$ cat config.mk
export PLATFORM = sky130hd
export DESIGN_NAME = vital_threshold_monitor
export DESIGN_NICKNAME = d
export VERILOG_FILES = /design/src/rtl/vital_threshold_monitor.sv
export SDC_FILE = /design/constraint.sdc
export NUM_CORES = 1
export LEC_CHECK = 0
export CAP_MARGIN = 20
export CORE_MARGIN = 2
export CORE_UTILIZATION = 25
export CTS_BUF_LIST = sky130_fd_sc_hd__clkbuf_16
export DETAILED_ROUTE_END_ITERATION = 12
export REMOVE_ABC_BUFFERS = 1
export SLEW_MARGIN = 20
export SYNTH_ARGS = -nofsm -noshare
export SYNTH_HDL_FRONTEND = slang
export SYNTH_SLANG_ARGS = --single-unit
$ cat constraint.sdc
create_clock -name clk -period 3.2 [get_ports clk]
set_input_delay 0.48 -clock clk [delete_from_list [all_inputs] [get_ports clk]]
set_output_delay 0.48 -clock clk [all_outputs]
set_load 0.01 [all_outputs]
$ cat src/rtl/vital_threshold_monitor.sv
// -----------------------------------------------------------------------------
// vital_threshold_monitor
//
// Streaming window comparator for one vital-sign channel. Each sample is
// classified against programmable low/high limits as below / inside / above.
// A latched alarm is raised after PERSIST consecutive out-of-range samples on
// the same side. It is cleared after CLEAR consecutive samples that sit inside
// the limits by at least HYST LSBs away from the violated limit.
//
// Ports
//   clk       in   1      rising-edge clock
//   rst_n     in   1      asynchronous active-low reset
//   cfg_load  in   1      load low_in/high_in into the limit registers
//   low_in    in   WIDTH  low limit
//   high_in   in   WIDTH  high limit
//   s_valid   in   1      sample strobe
//   s_data    in   WIDTH  sample value
//   c_valid   out  1      classification strobe, one cycle after s_valid
//   c_lt      out  1      sample < low
//   c_in      out  1      low <= sample <= high
//   c_gt      out  1      sample > high
//   alarm_lo  out  1      latched low alarm
//   alarm_hi  out  1      latched high alarm
//   cfg_err   out  1      loaded limits are invalid (low > high)
// -----------------------------------------------------------------------------
module vital_threshold_monitor #(
   parameter int WIDTH   = 8,
   parameter int PERSIST = 4,
   parameter int CLEAR   = 3,
   parameter int HYST    = 2
) (
   input  logic             clk,
   input  logic             rst_n,
   input  logic             cfg_load,
   input  logic [WIDTH-1:0] low_in,
   input  logic [WIDTH-1:0] high_in,
   input  logic             s_valid,
   input  logic [WIDTH-1:0] s_data,
   output logic             c_valid,
   output logic             c_lt,
   output logic             c_in,
   output logic             c_gt,
   output logic             alarm_lo,
   output logic             alarm_hi,
   output logic             cfg_err
);

   localparam int MAXC = (PERSIST > CLEAR) ? PERSIST : CLEAR;
   localparam int CW   = $clog2(MAXC + 1);
   localparam logic [CW-1:0] ONE_C     = CW'(1);
   localparam logic [CW-1:0] PERSIST_C = CW'(PERSIST);
   localparam logic [CW-1:0] CLEAR_C   = CW'(CLEAR);
   localparam logic [WIDTH:0] HYST_W   = (WIDTH+1)'(HYST);

   typedef enum logic [2:0] {
      NORMAL,
      PEND_LO,
      PEND_HI,
      ALARM_LO,
      ALARM_HI
   } state_t;

   // Limits and configuration status
   logic [WIDTH-1:0] low_reg, high_reg;
   logic             cfg_err_reg;

   // Classification outputs
   logic c_valid_reg, c_lt_reg, c_in_reg, c_gt_reg;

   // FSM state. cnt counts the primary run (pending or recovery). sec counts
   // a run of opposite-side violations while an alarm is held; dual marks
   // that the opposite alarm has also been latched.
   state_t        state_reg, state_next;
   logic [CW-1:0] cnt_reg, cnt_next;
   logic [CW-1:0] sec_reg, sec_next;
   logic          dual_reg, dual_next;

   // Classification of the current input sample against the current limits.
   // Priority to lt keeps the three flags one-hot even when limits are invalid.
   logic is_lt, is_gt, is_in;
   assign is_lt = (s_data < low_reg);
   assign is_gt = !is_lt && (s_data > high_reg);
   assign is_in = !is_lt && !is_gt;

   // Recovery thresholds, saturating instead of wrapping at the range ends
   logic [WIDTH:0]   lo_sum, hi_dif;
   logic [WIDTH-1:0] lo_rec, hi_rec;
   assign lo_sum = {1'b0, low_reg} + HYST_W;
   assign hi_dif = {1'b0, high_reg} - HYST_W;
   assign lo_rec = lo_sum[WIDTH] ? {WIDTH{1'b1}} : lo_sum[WIDTH-1:0];
   assign hi_rec = hi_dif[WIDTH] ? {WIDTH{1'b0}} : hi_dif[WIDTH-1:0];

   logic rec_lo, rec_hi;
   assign rec_lo = is_in && (s_data >= lo_rec);
   assign rec_hi = is_in && (s_data <= hi_rec);

   logic [CW-1:0] cnt_inc, sec_inc, run_len;
   assign cnt_inc = cnt_reg + ONE_C;
   assign sec_inc = sec_reg + ONE_C;

   // -------------------------------------------------------------------------
   // Limits, config error and classification registers
   // -------------------------------------------------------------------------
   always_ff @(posedge clk or negedge rst_n) begin
      if (!rst_n) begin
         low_reg     <= '0;
         high_reg    <= '1;
         cfg_err_reg <= 1'b0;
         c_valid_reg <= 1'b0;
         c_lt_reg    <= 1'b0;
         c_in_reg    <= 1'b0;
         c_gt_reg    <= 1'b0;
      end else begin
         if (cfg_load) begin
            low_reg     <= low_in;
            high_reg    <= high_in;
            // Registered alongside the limits so it always describes them
            cfg_err_reg <= (low_in > high_in);
         end
         c_valid_reg <= s_valid;
         if (s_valid) begin
            c_lt_reg <= is_lt;
            c_in_reg <= is_in;
            c_gt_reg <= is_gt;
         end
      end
   end

   // -------------------------------------------------------------------------
   // FSM state register
   // -------------------------------------------------------------------------
   always_ff @(posedge clk or negedge rst_n) begin
      if (!rst_n) begin
         state_reg <= NORMAL;
         cnt_reg   <= '0;
         sec_reg   <= '0;
         dual_reg  <= 1'b0;
      end else begin
         state_reg <= state_next;
         cnt_reg   <= cnt_next;
         sec_reg   <= sec_next;
         dual_reg  <= dual_next;
      end
   end

   // -------------------------------------------------------------------------
   // FSM next-state logic
   // -------------------------------------------------------------------------
   always_comb begin
      state_next = state_reg;
      cnt_next   = cnt_reg;
      sec_next   = sec_reg;
      dual_next  = dual_reg;
      run_len    = ONE_C;

      if (cfg_load || cfg_err_reg) begin
         // A reconfiguration (or invalid limits) restarts supervision
         state_next = NORMAL;
         cnt_next   = '0;
         sec_next   = '0;
         dual_next  = 1'b0;
      end else if (s_valid) begin
         case (state_reg)
            NORMAL, PEND_LO, PEND_HI: begin
               if (is_lt) begin
                  run_len = (state_reg == PEND_LO) ? cnt_inc : ONE_C;
                  if (run_len == PERSIST_C) begin
                     state_next = ALARM_LO;
                     cnt_next   = '0;
                  end else begin
                     state_next = PEND_LO;
                     cnt_next   = run_len;
                  end
               end else if (is_gt) begin
                  run_len = (state_reg == PEND_HI) ? cnt_inc : ONE_C;
                  if (run_len == PERSIST_C) begin
                     state_next = ALARM_HI;
                     cnt_next   = '0;
                  end else begin
                     state_next = PEND_HI;
                     cnt_next   = run_len;
                  end
               end else begin
                  state_next = NORMAL;
                  cnt_next   = '0;
               end
               sec_next  = '0;
               dual_next = 1'b0;
            end

            ALARM_LO: begin
               // Track a high-side run while the low alarm is held
               if (!dual_reg) begin
                  if (is_gt) begin
                     if (sec_inc == PERSIST_C) begin
                        dual_next = 1'b1;
                        sec_next  = '0;
                     end else begin
                        sec_next = sec_inc;
                     end
                  end else begin
                     sec_next = '0;
                  end
               end
               if (rec_lo) begin
                  if (cnt_inc == CLEAR_C) begin
                     // Low alarm released; a latched high alarm carries over
                     state_next = dual_reg ? ALARM_HI : NORMAL;
                     cnt_next   = '0;
                     sec_next   = '0;
                     dual_next  = 1'b0;
                  end else begin
                     cnt_next = cnt_inc;
                  end
               end else begin
                  cnt_next = '0;
               end
            end

            ALARM_HI: begin
               if (!dual_reg) begin
                  if (is_lt) begin
                     if (sec_inc == PERSIST_C) begin
                        dual_next = 1'b1;
                        sec_next  = '0;
                     end else begin
                        sec_next = sec_inc;
                     end
                  end else begin
                     sec_next = '0;
                  end
               end
               if (rec_hi) begin
                  if (cnt_inc == CLEAR_C) begin
                     state_next = dual_reg ? ALARM_LO : NORMAL;
                     cnt_next   = '0;
                     sec_next   = '0;
                     dual_next  = 1'b0;
                  end else begin
                     cnt_next = cnt_inc;
                  end
               end else begin
                  cnt_next = '0;
               end
            end

            default: begin
               state_next = NORMAL;
               cnt_next   = '0;
               sec_next   = '0;
               dual_next  = 1'b0;
            end
         endcase
      end
   end

   // -------------------------------------------------------------------------
   // Outputs
   // -------------------------------------------------------------------------
   assign c_valid  = c_valid_reg;
   assign c_lt     = c_lt_reg;
   assign c_in     = c_in_reg;
   assign c_gt     = c_gt_reg;
   assign cfg_err  = cfg_err_reg;
   assign alarm_lo = (state_reg == ALARM_LO) || ((state_reg == ALARM_HI) && dual_reg);
   assign alarm_hi = (state_reg == ALARM_HI) || ((state_reg == ALARM_LO) && dual_reg);

endmodule

==> results_dict.tcl, run 1 <==
set metrics [dict create \
    netlist.area_leader.share_pct 20.3 \
    yosys_warnings 0 \
    power-per-cell-area_mw_per_mm2 400 \
    post-route-worst-setup-slack_ps 226 \
    worst-path-max-fanout 4 \
    grt_util_all_layers_pct 12.7 \
    cp-start-kind "flop" \
    vias 2547 \
    timing_max_transition_violations_final 0 \
    relSlewSlack_pct 69.4 \
    tritoncts_buffers 5 \
    finalWeightedCongestion 0.823 \
    clock_path_buffers 2 \
    initial_core_util_pct 25.9 \
    grt_pass1_vias 2581 \
    pre_cts_setup_slack_ps 39.9 \
    initial_antenna_violation_count 0 \
    synthArstFlopShare_pct 100 \
    yosys-top-cells-count "sky130_fd_sc_hd__ha_1, sky130_fd_sc_hd__nand2_1, sky130_fd_sc_hd__inv_1" \
    detailed_place_hpwl_mm 5.96 \
    tritoncts "built" \
    maxClockFrequency_mhz 336 \
    clockRootBuffer "sky130_fd_sc_hd__clkbuf_16" \
    synth_edf_count 0 \
    cts_setup_buffers 0 \
    cts.reportedPaths.clkPinSlew_ps 50 \
    whs_ps 508 \
    hold_viol 0 \
    grt.overflow.total 0 \
    route.antenna.remaining_nets 0 \
    synthMostInstantiatedCell "sky130_fd_sc_hd__ha_1" \
    crit_type "flop to flop" \
    setup_viol 0 \
    drt_drc_violations_left 0 \
    reg2reg_depth 11 \
    layout.core_utilization_pct 32.0 \
    post-route-min-period_ps 2970 \
    whs_endpoint "sec_reg[1]$_DFFE_PN0P_" \
    drtIter0Drc 90 \
    floorplan.core_area_mm2 0.0110 \
    netlist.top_cell.by_area "sky130_fd_sc_hd__dfrtp_1" \
    die-area_mm2 0.0122 \
    setup_tns_ps 0 \
    cp.arrival_ps 3140 \
    dr.pass1.iters 4 \
    rrSetupSlack_ps 230 \
    die_x_um 111 \
    leakagePower_nw 1.55 \
    finalCritPeriodShare_pct 92.9 \
    rows 38 \
    seq_area_frac_synth_pct 27.7 \
    routed_wire_length_per_instance_um 14.6 \
    fillerInstances 1150 \
    avgViaCountPerCell 4.95 \
    total_standard_cell_area_after_synthesis_mm2 0.00284 \
    ys_types 55 \
    pin_count_of_the_biggest_net_entering_global_routing 32 \
    syn2layout_area_growth_pct 23.7 \
    critical_path.reg2reg.startpoint "high_reg[1]$_DFFE_PN1P_" \
    clock_skew_ps 8.47 \
    clock_insertion_delay_worst_skew_ps 280 \
    timing.critical_path.to_type "flop" \
    layout-drive-gt1-share_pct 10.4 \
    ios 35 \
    synth_cells 335 \
    antenna_cells 0 \
    tightestPinTransition_ps 458 \
    status "finished, final reports clean" \
    synth_top_cells_by_area "sky130_fd_sc_hd__dfrtp_1, sky130_fd_sc_hd__ha_1, sky130_fd_sc_hd__dfstp_2, sky130_fd_sc_hd__nand2_1, sky130_fd_sc_hd__inv_1" \
    avgSynthCellArea_um2 8.48 \
    yosys_most_used_dff "sky130_fd_sc_hd__dfrtp_1" \
    h-tree-depth 2 \
    grt_pass1_wl_mm 12.8 \
    synth-seq-cells 31 \
    regToRegEndpoint "sec_reg[0]$_DFFE_PN0P_" \
    worst_hold_path_type "flop to flop" \
    crit_required_ps 3370 \
    post_cts_hold_buffer_count 0 \
    number_of_sinks_handled_by_clock_tree_synthesis 31 \
    rsz_0062_raised_after_global_routing "false" \
    hold_path.startpoint "sec_reg[1]$_DFFE_PN0P_" \
    hold_depth 1 \
    largest_vdd_supply_drop_mv 0.187 \
    die_h_um 111 \
    max_cap_viol_count 0 \
    finalNetCount 448 \
    routed_wl_mm 7.52 \
    cts.repair.resized 0 \
    port_buffers 34 \
]
==> placed cells by master, fill, tap and decap left out, drive strengths merged, types with 3 or more instances in the layout <==
cell type      instances
ha                    46
nand2                 39
inv                   37
clkdlybuf4s50         34
o21ai                 27
dfrtp                 23
nand3                 16
a21oi                 15
nor2                  14
dfstp                  8
buf                    8
nand4                  7
nand2b                 7
nor3                   6
a21o                   6
xnor2                  5
clkbuf                 5
o31ai                  5
a211oi                 5
mux2i                  4
and3                   4
o22ai                  4
a22o                   4
a31oi                  3
mux2                   3
and2                   3
==> final cells by class <==
type	instances	area, µm²	share of cell area, %
multi-input cells	257	1880	53.3
flip-flops and latches	31	786	22.3
repair buffers	42	400	11.4
well taps	140	175	4.98
inverters	37	139	3.95
clock buffers	5	125	3.56
clock inverters	3	15.0	0.427
==> cells by family after synthesis <==
family	synth area share, %
xor gates and xnor gates	2.16
muxes	2.60
DFF	27.7
buffers and inverters	6.52
AOI/OAI and AO/OA	22.5
adders and majority gates	20.3
and+or+nand+nor	18.3
==> how the worst max path moves through the flow <==
stage,from,end,slack [ps],cells after the start
2_1_floorplan,high_reg[1]$_DFFE_PN1P_,sec_reg[0]$_DFFE_PN0P_,450,10
3_3_place_gp,s_data[2],sec_reg[0]$_DFFE_PN0P_,120,9
3_5_place_dp,s_data[3],sec_reg[0]$_DFFE_PN0P_,40,9
4_1_cts,high_reg[1]$_DFFE_PN1P_,sec_reg[0]$_DFFE_PN0P_,200,11
5_1_grt,high_reg[1]$_DFFE_PN1P_,cnt_reg[2]$_DFFE_PN0P_,40,12
6_report,high_reg[1]$_DFFE_PN1P_,sec_reg[0]$_DFFE_PN0P_,230,11
==> per-stage QoR <==
stage               std cells  power [mW]  area [µm²]
floorplan                 325       0.767        2800
global placement          507       0.939        3370
detailed placement        507       0.948        3370
CTS                       515        1.41        3510
global route              515        1.50        3520
finish                    515        1.41        3520
==> critical path, stage by stage (launching register included) <==
cell and delay [ps]:
sky130_fd_sc_hd__dfstp_2 540, sky130_fd_sc_hd__inv_1 80, sky130_fd_sc_hd__ha_1 250, sky130_fd_sc_hd__xor2_1 140
sky130_fd_sc_hd__nand2_1 80, sky130_fd_sc_hd__ha_1 290, sky130_fd_sc_hd__and3_1 200, sky130_fd_sc_hd__a221o_1 350
sky130_fd_sc_hd__a22o_1 240, sky130_fd_sc_hd__o311ai_2 250, sky130_fd_sc_hd__o311ai_2 170, sky130_fd_sc_hd__a22o_1 260
==> routing by layer <==
metal  vias up  global-route usage [%]  wire length (µm)
met3         6                    2.14               303
met1      1217                    17.3              3670
met4         0                    3.92                71
li1       1286                       -                 -
met5         -                       0                 0
met2        38                    20.4              3470
==> power by group <==
group	switching (mW)	internal [mW]	leakage, nW
Combinational	0.246	0.210	1.10
Clock	0.183	0.283	0.0649
Sequential	0.0474	0.439	0.379
(Power assumes the default switching activity.)
==> run 2: changes to the inputs <==
==> constraint.sdc (replaced) <==
create_clock -name clk -period 2.65 [get_ports clk]
set_input_delay 0.3975 -clock clk [delete_from_list [all_inputs] [get_ports clk]]
set_output_delay 0.3975 -clock clk [all_outputs]
set_load 0.01 [all_outputs]
==> results_dict.tcl, run 2 (synthesized netlist as in run 1, its figures left out) <==
set metrics [dict create \
    reg2reg_depth 12 \
    most-common-layout-cells "sky130_fd_sc_hd__buf_4, sky130_fd_sc_hd__ha_1, sky130_fd_sc_hd__nand2_1" \
    whs_endpoint "c_lt$_DFFE_PN0P_" \
    grt_pass1_vias 2810 \
    largest_vdd_supply_drop_mv 0.182 \
    timing.critical_path.cells "buf_6 -> nor2_2 -> nand4_1 -> buf_6 -> nand2b_4 -> ha_4 -> and3_4 -> a221o_1 -> a22o_4 -> o311ai_2 -> o311ai_2 -> a22o_1" \
    crit_required_ps 2810 \
    placed_area_mm2 0.00371 \
    rrSetupSlack_ps -110 \
    antenna_cells 0 \
    finalNetCount 496 \
    routed_wl_mm 8.43 \
    worst_hold_path_type "flop to flop" \
    grt.overflow.total 0 \
    layout.cells.non_filler 563 \
    die_h_um 111 \
    hold_depth 1 \
    dp.cells 552 \
    route.layer.met1.wl_mm 3.84 \
    relSlewSlack_pct 72.2 \
    die-area_mm2 0.0122 \
    timing.critical_path.to_type "flop" \
    pre_cts_setup_slack_ps -350 \
    tritoncts_buffers 5 \
    final_area_mm2 0.00407 \
    rsz_0062_raised_after_global_routing "true" \
    timing_max_transition_violations_final 0 \
    die_x_um 111 \
    dr.pass1.iters 4 \
    grt_pass1_wl_mm 13.8 \
    hold_viol 0 \
    power-per-cell-area_mw_per_mm2 463 \
    clock_path_buffers 2 \
    initial_antenna_violation_count 0 \
    drtIter0Drc 203 \
    routed_wire_length_per_instance_um 15.0 \
    layout_commonest_cell "sky130_fd_sc_hd__buf_4" \
    rows 38 \
    hold_path.startpoint "c_lt$_DFFE_PN0P_" \
    cp-start-kind "flop" \
    seq_area_um2 786 \
    route.antenna.remaining_nets 0 \
    critical_path.reg2reg.startpoint "high_reg[1]$_DFFE_PN1P_" \
    post-route-worst-setup-slack_ps -115 \
    finalWeightedCongestion 0.845 \
    finalCritPeriodShare_pct 104 \
    initial_core_util_pct 25.9 \
    crit_type "flop to flop" \
    tightestPinTransition_ps 417 \
    tritoncts "built" \
    failed_checks "negative setup slack" \
    status "finished, violations left" \
    setup_viol 8 \
    leakagePower_nw 1.81 \
    cpMaxStageDelayCell "sky130_fd_sc_hd__dfstp_2" \
    syn2layout_area_growth_pct 43.2 \
    timing.critical_path.slowest_cell_delay_ps 540 \
    finalPower_mw 1.89 \
    layout.core_utilization_pct 37.0 \
    grt_util_all_layers_pct 13.7 \
    regToRegEndpoint "sec_reg[0]$_DFFE_PN0P_" \
    drt_drc_violations_left 0 \
    setup_tns_ps -466 \
    clock_skew_ps 6.22 \
    number_of_sinks_handled_by_clock_tree_synthesis 31 \
    layout-drive-gt1-share_pct 27.2 \
    clock_insertion_delay_worst_skew_ps 280 \
    fillerInstances 1108 \
    max_cap_viol_count 0 \
    maxClockFrequency_mhz 362 \
    vias 2792 \
    port_buffers 34 \
    floorplan.core_area_mm2 0.0110 \
    met3_wirelength_um 360 \
    cts.reportedPaths.clkPinSlew_ps 60 \
    pin_count_of_the_biggest_net_entering_global_routing 33 \
    detailed_place_hpwl_mm 6.41 \
    avgViaCountPerCell 4.96 \
    post-route-min-period_ps 2760 \
    routed-wl-met2_mm 4.03 \
    total_area_of_multi_input_combinational_cells_mm2 0.00206 \
    ios 35 \
    highest_routed_metal_layer "met4" \
    clockRootBuffer "sky130_fd_sc_hd__clkbuf_16" \
    worst-path-max-fanout 6 \
    cp.arrival_ps 2930 \
    h-tree-depth 2 \
    whs_ps 510 \
]
[run 2: critical path: cells and delay by family, from the launching register on]
family | cells | cell delay [ps]
fa+ha+maj | 1 | 240
simple gates | 4 | 380
flops | 1 | 540
compound gates | 5 | 1260
buf+inv | 2 | 240
[run 2: timing repair]
action | in CTS | in global routing
hold buffers | 0 | 0
endpoints found under the setup margin | 10 | 10
pin swaps | 9 | 13
setup buffers | 2 | 2
cloned | 0 | 0
resized for setup | 18 | 23
[run 2: worst max path at each step]
stage                                  startpoint                      to  slack, ps  cells past startpoint
after detailed placement                s_data[2]  sec_reg[0]$_DFFE_PN0P_       -350                      9
after CTS                 high_reg[2]$_DFFE_PN1P_  sec_reg[0]$_DFFE_PN0P_       -110                     11
after floorplan           high_reg[1]$_DFFE_PN1P_  sec_reg[0]$_DFFE_PN0P_       -100                     10
after global placement                  s_data[2]  sec_reg[0]$_DFFE_PN0P_       -280                      9
final                     high_reg[1]$_DFFE_PN1P_  sec_reg[0]$_DFFE_PN0P_       -110                     12
after global routing      high_reg[2]$_DFFE_PN1P_  sec_reg[0]$_DFFE_PN0P_       -210                     12
[run 2: layout make-up]
type / count / share of cell area [%]
Timing Repair Buffer: 90 / 19.1
Multi-Input combinational cell: 257 / 50.6
Clock buffer: 5 / 3.08
Inverter: 37 / 3.41
Sequential cell: 31 / 19.3
Clock inverter: 3 / 0.277
Tap cell: 140 / 4.31
[run 2: per-layer routing]
metal | vias to the layer above | global-route usage (%)
li1 | 1381 | -
met1 | 1324 | 18.4
met2 | 69 | 22.4
met3 | 18 | 1.98
met4 | 0 | 5.00
met5 | - | 0
[run 2: report_power, final]
part / switching [mW] / internal [mW]
Combinational: 0.375 / 0.381
Sequential: 0.0510 / 0.530
Clock: 0.212 / 0.338
Total: 0.637 / 1.25
